## src/rtl/out_pkg.sv

```systemverilog
// Shared constants and types for the out_undd display unit.
// Segment patterns are gfedcba, active-low.
package out_pkg;

  localparam logic [6:0] SEG_BLANK = 7'b1111111;
  localparam logic [6:0] SEG_MINUS = 7'b0111111;

  localparam logic [6:0] SEG_DIGIT [0:9] = '{
    7'b1000000, 7'b1111001, 7'b0100100, 7'b0110000,
    7'b0011001, 7'b0010010, 7'b0000010, 7'b1111000,
    7'b0000000, 7'b0010000
  };

  typedef enum logic [1:0] {
    IDLE,
    LOAD,
    SHIFT,
    DONE
  } state_t;

  function automatic int cnt_w(input int data_w);
    return $clog2(data_w + 1);
  endfunction

endpackage

```

## src/rtl/out_undd_seg7_dec.sv

```systemverilog
// BCD nibble to active-low 7-segment pattern.
// Non-decimal nibbles and blanked digits render dark.
module seg7_dec
  import out_pkg::*;
(
  input  logic [3:0] bcd,
  input  logic       blank,
  output logic [6:0] seg
);

  always_comb begin
    seg = SEG_BLANK;
    if (!blank && bcd <= 4'd9)
      seg = SEG_DIGIT[bcd];
  end

endmodule

```

## src/rtl/out_undd.sv

```systemverilog
// Output display unit: captures dado on controleOUT and shows it in decimal.
// Define OUT_SIGNED_EN to treat dado as two's complement with a sign digit.
module out_undd
  import out_pkg::*;
#(
  parameter int DATA_W = 16,
  parameter int DIGITS = 5
) (
  input  logic                  clk,
  input  logic                  rst,
  input  logic                  controleOUT,
  input  logic [DATA_W-1:0]     dado,
  output logic                  ocupado,
  output logic                  valido,
  output logic [DIGITS*7-1:0]   hex,
  output logic [6:0]            hex_sinal
);

  localparam int CW = cnt_w(DATA_W);
  localparam int BW = DIGITS * 4;
  localparam logic [CW-1:0] CNT_LOAD = CW'(DATA_W);
  localparam logic [CW-1:0] CNT_ONE  = CW'(1);

  state_t              state;
  logic [DATA_W-1:0]   bin;
  logic [DATA_W-1:0]   pend_val;
  logic                pend;
  logic [BW-1:0]       bcd;
  logic [BW-1:0]       adj;
  logic [CW-1:0]       cnt;
  logic [DIGITS-1:0]   blank;
  logic [DIGITS*7-1:0] seg_nxt;
  logic                lead;

`ifdef OUT_SIGNED_EN
  localparam logic [DATA_W-1:0] ONE = DATA_W'(1);
  logic neg;
`endif

  always_comb begin
    adj = bcd;
    for (int i = 0; i < DIGITS; i++)
      if (bcd[4*i +: 4] >= 4'd5)
        adj[4*i +: 4] = bcd[4*i +: 4] + 4'd3;
  end

  // Blank every digit above the top nonzero one; units always shown.
  always_comb begin
    blank = '0;
    lead  = 1'b1;
    for (int i = DIGITS - 1; i > 0; i--) begin
      lead     = lead & (bcd[4*i +: 4] == 4'd0);
      blank[i] = lead;
    end
  end

  for (genvar g = 0; g < DIGITS; g++) begin : g_dec
    seg7_dec u_dec (
      .bcd   (bcd[4*g +: 4]),
      .blank (blank[g]),
      .seg   (seg_nxt[7*g +: 7])
    );
  end

  always_ff @(posedge clk or posedge rst) begin
    if (rst) begin
      state    <= IDLE;
      bin      <= '0;
      pend_val <= '0;
      pend     <= 1'b0;
      bcd      <= '0;
      cnt      <= '0;
      ocupado  <= 1'b0;
      valido   <= 1'b0;
      hex      <= {DIGITS{SEG_BLANK}};
`ifdef OUT_SIGNED_EN
      neg       <= 1'b0;
      hex_sinal <= SEG_BLANK;
`endif
    end else begin
      if (controleOUT && state != IDLE) begin
        pend_val <= dado;
        pend     <= 1'b1;
      end
      unique case (state)
        IDLE: begin
          if (controleOUT) begin
            bin     <= dado;
            ocupado <= 1'b1;
            state   <= LOAD;
          end
        end
        LOAD: begin
          bcd   <= '0;
          cnt   <= CNT_LOAD;
          state <= SHIFT;
`ifdef OUT_SIGNED_EN
          neg <= bin[DATA_W-1];
          if (bin[DATA_W-1])
            bin <= ~bin + ONE;
`endif
        end
        SHIFT: begin
          {bcd, bin} <= {adj, bin} << 1;
          cnt        <= cnt - CNT_ONE;
          if (cnt == CNT_ONE)
            state <= DONE;
        end
        DONE: begin
          hex    <= seg_nxt;
          valido <= 1'b1;
`ifdef OUT_SIGNED_EN
          hex_sinal <= neg ? SEG_MINUS : SEG_BLANK;
`endif
          // A strobe landing in DONE is the newest request.
          if (controleOUT) begin
            bin   <= dado;
            pend  <= 1'b0;
            state <= LOAD;
          end else if (pend) begin
            bin   <= pend_val;
            pend  <= 1'b0;
            state <= LOAD;
          end else begin
            ocupado <= 1'b0;
            state   <= IDLE;
          end
        end
      endcase
    end
  end

`ifndef OUT_SIGNED_EN
  assign hex_sinal = SEG_BLANK;
`endif

endmodule

```

## config.mk

```make
export PLATFORM = sky130hd
export DESIGN_NAME = out_undd
export DESIGN_NICKNAME = d
export VERILOG_FILES = /design/src/rtl/out_pkg.sv /design/src/rtl/out_undd_seg7_dec.sv /design/src/rtl/out_undd.sv
export SDC_FILE = /design/constraint.sdc
export NUM_CORES = 1
export LEC_CHECK = 0
export BUFFER_PORTS_ARGS = -buffer_cell sky130_fd_sc_hd__buf_2
export CORE_UTILIZATION = 40
export DETAILED_ROUTE_END_ITERATION = 7
export MAX_ROUTING_LAYER = met4
export PLACE_DENSITY = 0.58
export SETUP_SLACK_MARGIN = 0.1
export SYNTH_ARGS = -nofsm -noshare
export SYNTH_HDL_FRONTEND = slang
export SYNTH_SLANG_ARGS = --single-unit
```

## constraint.sdc

```tcl
create_clock -name clk -period 6.6 [get_ports clk]
set_clock_uncertainty 0.1 [all_clocks]
set_input_delay 0.66 -clock clk [delete_from_list [all_inputs] [get_ports clk]]
set_output_delay 0.66 -clock clk [all_outputs]
set_load 0.1 [all_outputs]
```

==> impl_metrics.py <==
metrics = {
    "drt": {
        "via_per_inst": 5.34,
        "first_pass_iters": 4,
        "wl_per_cell_microns": 15.7,
        "drt_iter0_drc": 303,
        "vias": 3886,
        "drtAntennaViolNets": 0,
        "wl_microns": 11500,
        "drc_errors": 0,
    },
    "floorplanning": {
        "start_util": 0.408,
        "die_area_sq_um": 13900,
        "rows": 42,
        "ios": 63,
        "coreArea_sq_um": 13200,
        "die_y_microns": 118,
        "die_w_microns": 118,
    },
    "layout": {
        "num_antenna_cells": 0,
        "design_area_sq_um": 6020,
        "drive_gt1_frac": 0.250,
        "area_growth_pct": 11.9,
        "final_net_count": 597,
    },
    "timing": {
        "setup_tns_ps": 0,
        "hold_viol": 0,
        "fin_crit_sh": 0.444,
        "fmax_mhz": 341,
        "rsz0062_at_grt": "no",
        "max_slew.worst_pin.slew_ps": 984,
        "setup-violations-final": 0,
        "fin_crit_ps": 2930,
        "slew_viol_final": 0,
        "slew_headroom": 0.344,
    },
    "critical_path": {
        "r2r_cells": 6,
        "cp_max_fo": 69,
        "path_class": "register to register",
        "start_kind": "register",
        "cp_data_required_time_ps": 6720,
        "worstPathArrival_ps": 3060,
        "end_kind": "register",
    },
    "power": {
        "p_leak_nw": 2.61,
        "swShare": 0.440,
        "pwr-share-clk": 0.205,
        "seq_power_share": 0.350,
        "p_comb_frac": 0.445,
        "internal_power_mw": 1.41,
        "irDropWorstVdd_v": 0.000168,
        "power_mw": 2.52,
        "powerDensity_nw_per_um2": 418,
        "p_switching_mw": 1.11,
    },
    "synth": {
        "synth-edff-count": 0,
        "ys_seq_area_frac": 0.459,
        "synth-async-reset-ratio": 1.00,
        "synth_ff_type": "dfrtp_1",
        "ys_types": 55,
        "synth_warnings": 0,
        "ys_seq_elements": 97,
        "syn_inst": 509,
        "synth.avg_cell_area_sq_um": 10.6,
        "syn_area_sq_um": 5380,
    },
    "clock_network": {
        "insertion_delay_ps": 340,
        "tritoncts": "yes",
        "cts_buffer_depth": 2,
        "cts_sinks": 97,
        "cts_root_buffer": "clkbuf_16",
        "path_clk_slew_ps": 70,
        "h-tree-depth": 3,
        "postCtsHoldBufs": 0,
        "post_cts_buffers": 0,
        "cts_buffers": 9,
        "cts-resized-gates": 0,
    },
    "placed_design": {
        "port_buffers": 55,
        "placed_area_sq_um": 5730,
        "gp_congestion": 0.787,
        "dpl.hpwl_microns": 7600,
    },
    "grt": {
        "gr-total-overflow": 0,
        "track_usage": 0.181,
        "antenna_found_initial": 0,
        "grt_pass1_wl_microns": 19600,
        "grt_max_degree": 81,
        "grt_pass1_vias": 3811,
    },
    "run": {
        "maxCapViolCount": 0,
    },
    "status": {
        "status": "completed",
    },
    "min_path": {
        "hp-class": "input pin to asynchronous set/reset pin",
    },
}
[final timing paths]
check / startpoint / to / slack (ps)
max in group asynchronous: rst / bcd[5] / 5020
hold / removal: rst / bin[12] / 140
min in group clk: valido / valido / 360
setup reg to reg: state[0] / bin[15] / 3670
hold reg to reg: valido / valido / 360
setup / recovery: state[0] / bin[15] / 3670
[metrics by stage]
stage	setup slack (ps)	instances	utilization	hold WS (ps)
2_1_floorplan	3360	515	-	350
3_3_place_gp	3780	712	0.435	347
3_5_place_dp	3690	712	0.435	347
4_1_cts	3680	728	0.457	133
5_1_grt	3450	728	0.457	138
6_report	3670	728	0.457	136
[worst max-delay path, cell delays in order (launching register included)]
cell and delay, ps:
dfrtp_1 410, ha_2 190, buf_4 550, nand2b_1 120, a21oi_1 630, nor2_1 400, mux2_1 410
[flip-flops by register name (all words and copies together), names as in the netlist]
signal and cells:
cnt 5, ocupado 1, bin 16, bcd 20, valido 1, hex 35, pend 1, state 2
pend_val 16
[per-layer routing]
layer | track usage | up-vias | wire length (microns) | share of wire
li1 | - | 1890 | - | -
met1 | 0.242 | 1915 | 5620 | 0.49
met2 | 0.276 | 72 | 5310 | 0.46
met3 | 0.0397 | 9 | 400 | 0.035
met4 | 0.0505 | 0 | 125 | 0.011
met5 | - | - | 0 | 0
[final cells by class]
cell class	instances	area, sq um
fill	1243	7170
multi-input combinational	351	2620
sequential	97	2470
timing repair buffer	60	313
clock buffer	10	229
tap	176	220
inverter	28	108
clock inverter	6	60.1
[synth_stat cells (4+ instances only)]
cell type | number | area share
dfrtp_1 | 62 | 0.29
nor2_1 | 39 | 0.027
dfstp_2 | 35 | 0.17
a21oi_1 | 33 | 0.031
ha_1 | 31 | 0.072
nand2_1 | 29 | 0.020
inv_1 | 26 | 0.018
o22a_1 | 22 | 0.036
mux2_1 | 20 | 0.042
o21ai_0 | 20 | 0.019
mux2_2 | 19 | 0.040
buf_2 | 15 | 0.014
clkbuf_1 | 14 | 0.0098
o31ai_1 | 14 | 0.020
nand2b_1 | 12 | 0.014
a22oi_1 | 10 | 0.014
buf_4 | 8 | 0.011
mux2i_1 | 7 | 0.013
a22o_1 | 6 | 0.0098
nor2b_1 | 6 | 0.0070
a222oi_1 | 5 | 0.0093
a32o_1 | 5 | 0.0093
nand3_1 | 5 | 0.0046
nor3b_1 | 5 | 0.0070
xnor2_1 | 5 | 0.0081
a31o_1 | 4 | 0.0065
o21ai_1 | 4 | 0.0037
o21bai_1 | 4 | 0.0056
o22ai_1 | 4 | 0.0046
o32ai_1 | 4 | 0.0065
xor2_1 | 4 | 0.0065
[cells in the final DEF, fill, tap and decap left out, drive strengths merged, types with 6 or more instances in the layout]
master,synthesis,final
buf,25,60
a22oi,10,10
ha,31,31
dfstp,35,35
o31ai,14,14
mux2,39,39
inv,28,28
clkbuf,14,10
a21oi,33,33
nand2,29,29
nor2,39,39
a22o,6,6
nand2b,13,13
o21ai,24,24
nor2b,6,6
o22a,22,22
conb,1,7
mux2i,7,7
dfrtp,62,62
[kinds of logic (layout without fill, tap and decap cells)]
| group | after synthesis | after routing | synth area share |
|---|---|---|---|
| compound gates | 152 | 152 | 0.203 |
| xor+xnor | 9 | 9 | 0.0146 |
| fa+ha+maj | 31 | 31 | 0.0721 |
| buf+inv | 67 | 104 | 0.0586 |
| flops | 97 | 97 | 0.459 |
| mux | 46 | 46 | 0.0946 |
| other cells | 1 | 7 | 0.000697 |
| simple gates | 106 | 106 | 0.0976 |
[power groups by stage]
stage	Sequential [mW]	Clock [mW]	Combinational, mW
2_1_floorplan	1.16	0	0.651
3_3_place_gp	0.882	0	1.10
3_5_place_dp	0.889	0	1.13
4_1_cts	0.881	0.537	1.13
5_1_grt	0.901	0.558	1.22
6_report	0.880	0.516	1.12
No activity file was read; power rests on OpenSTA's default activity.
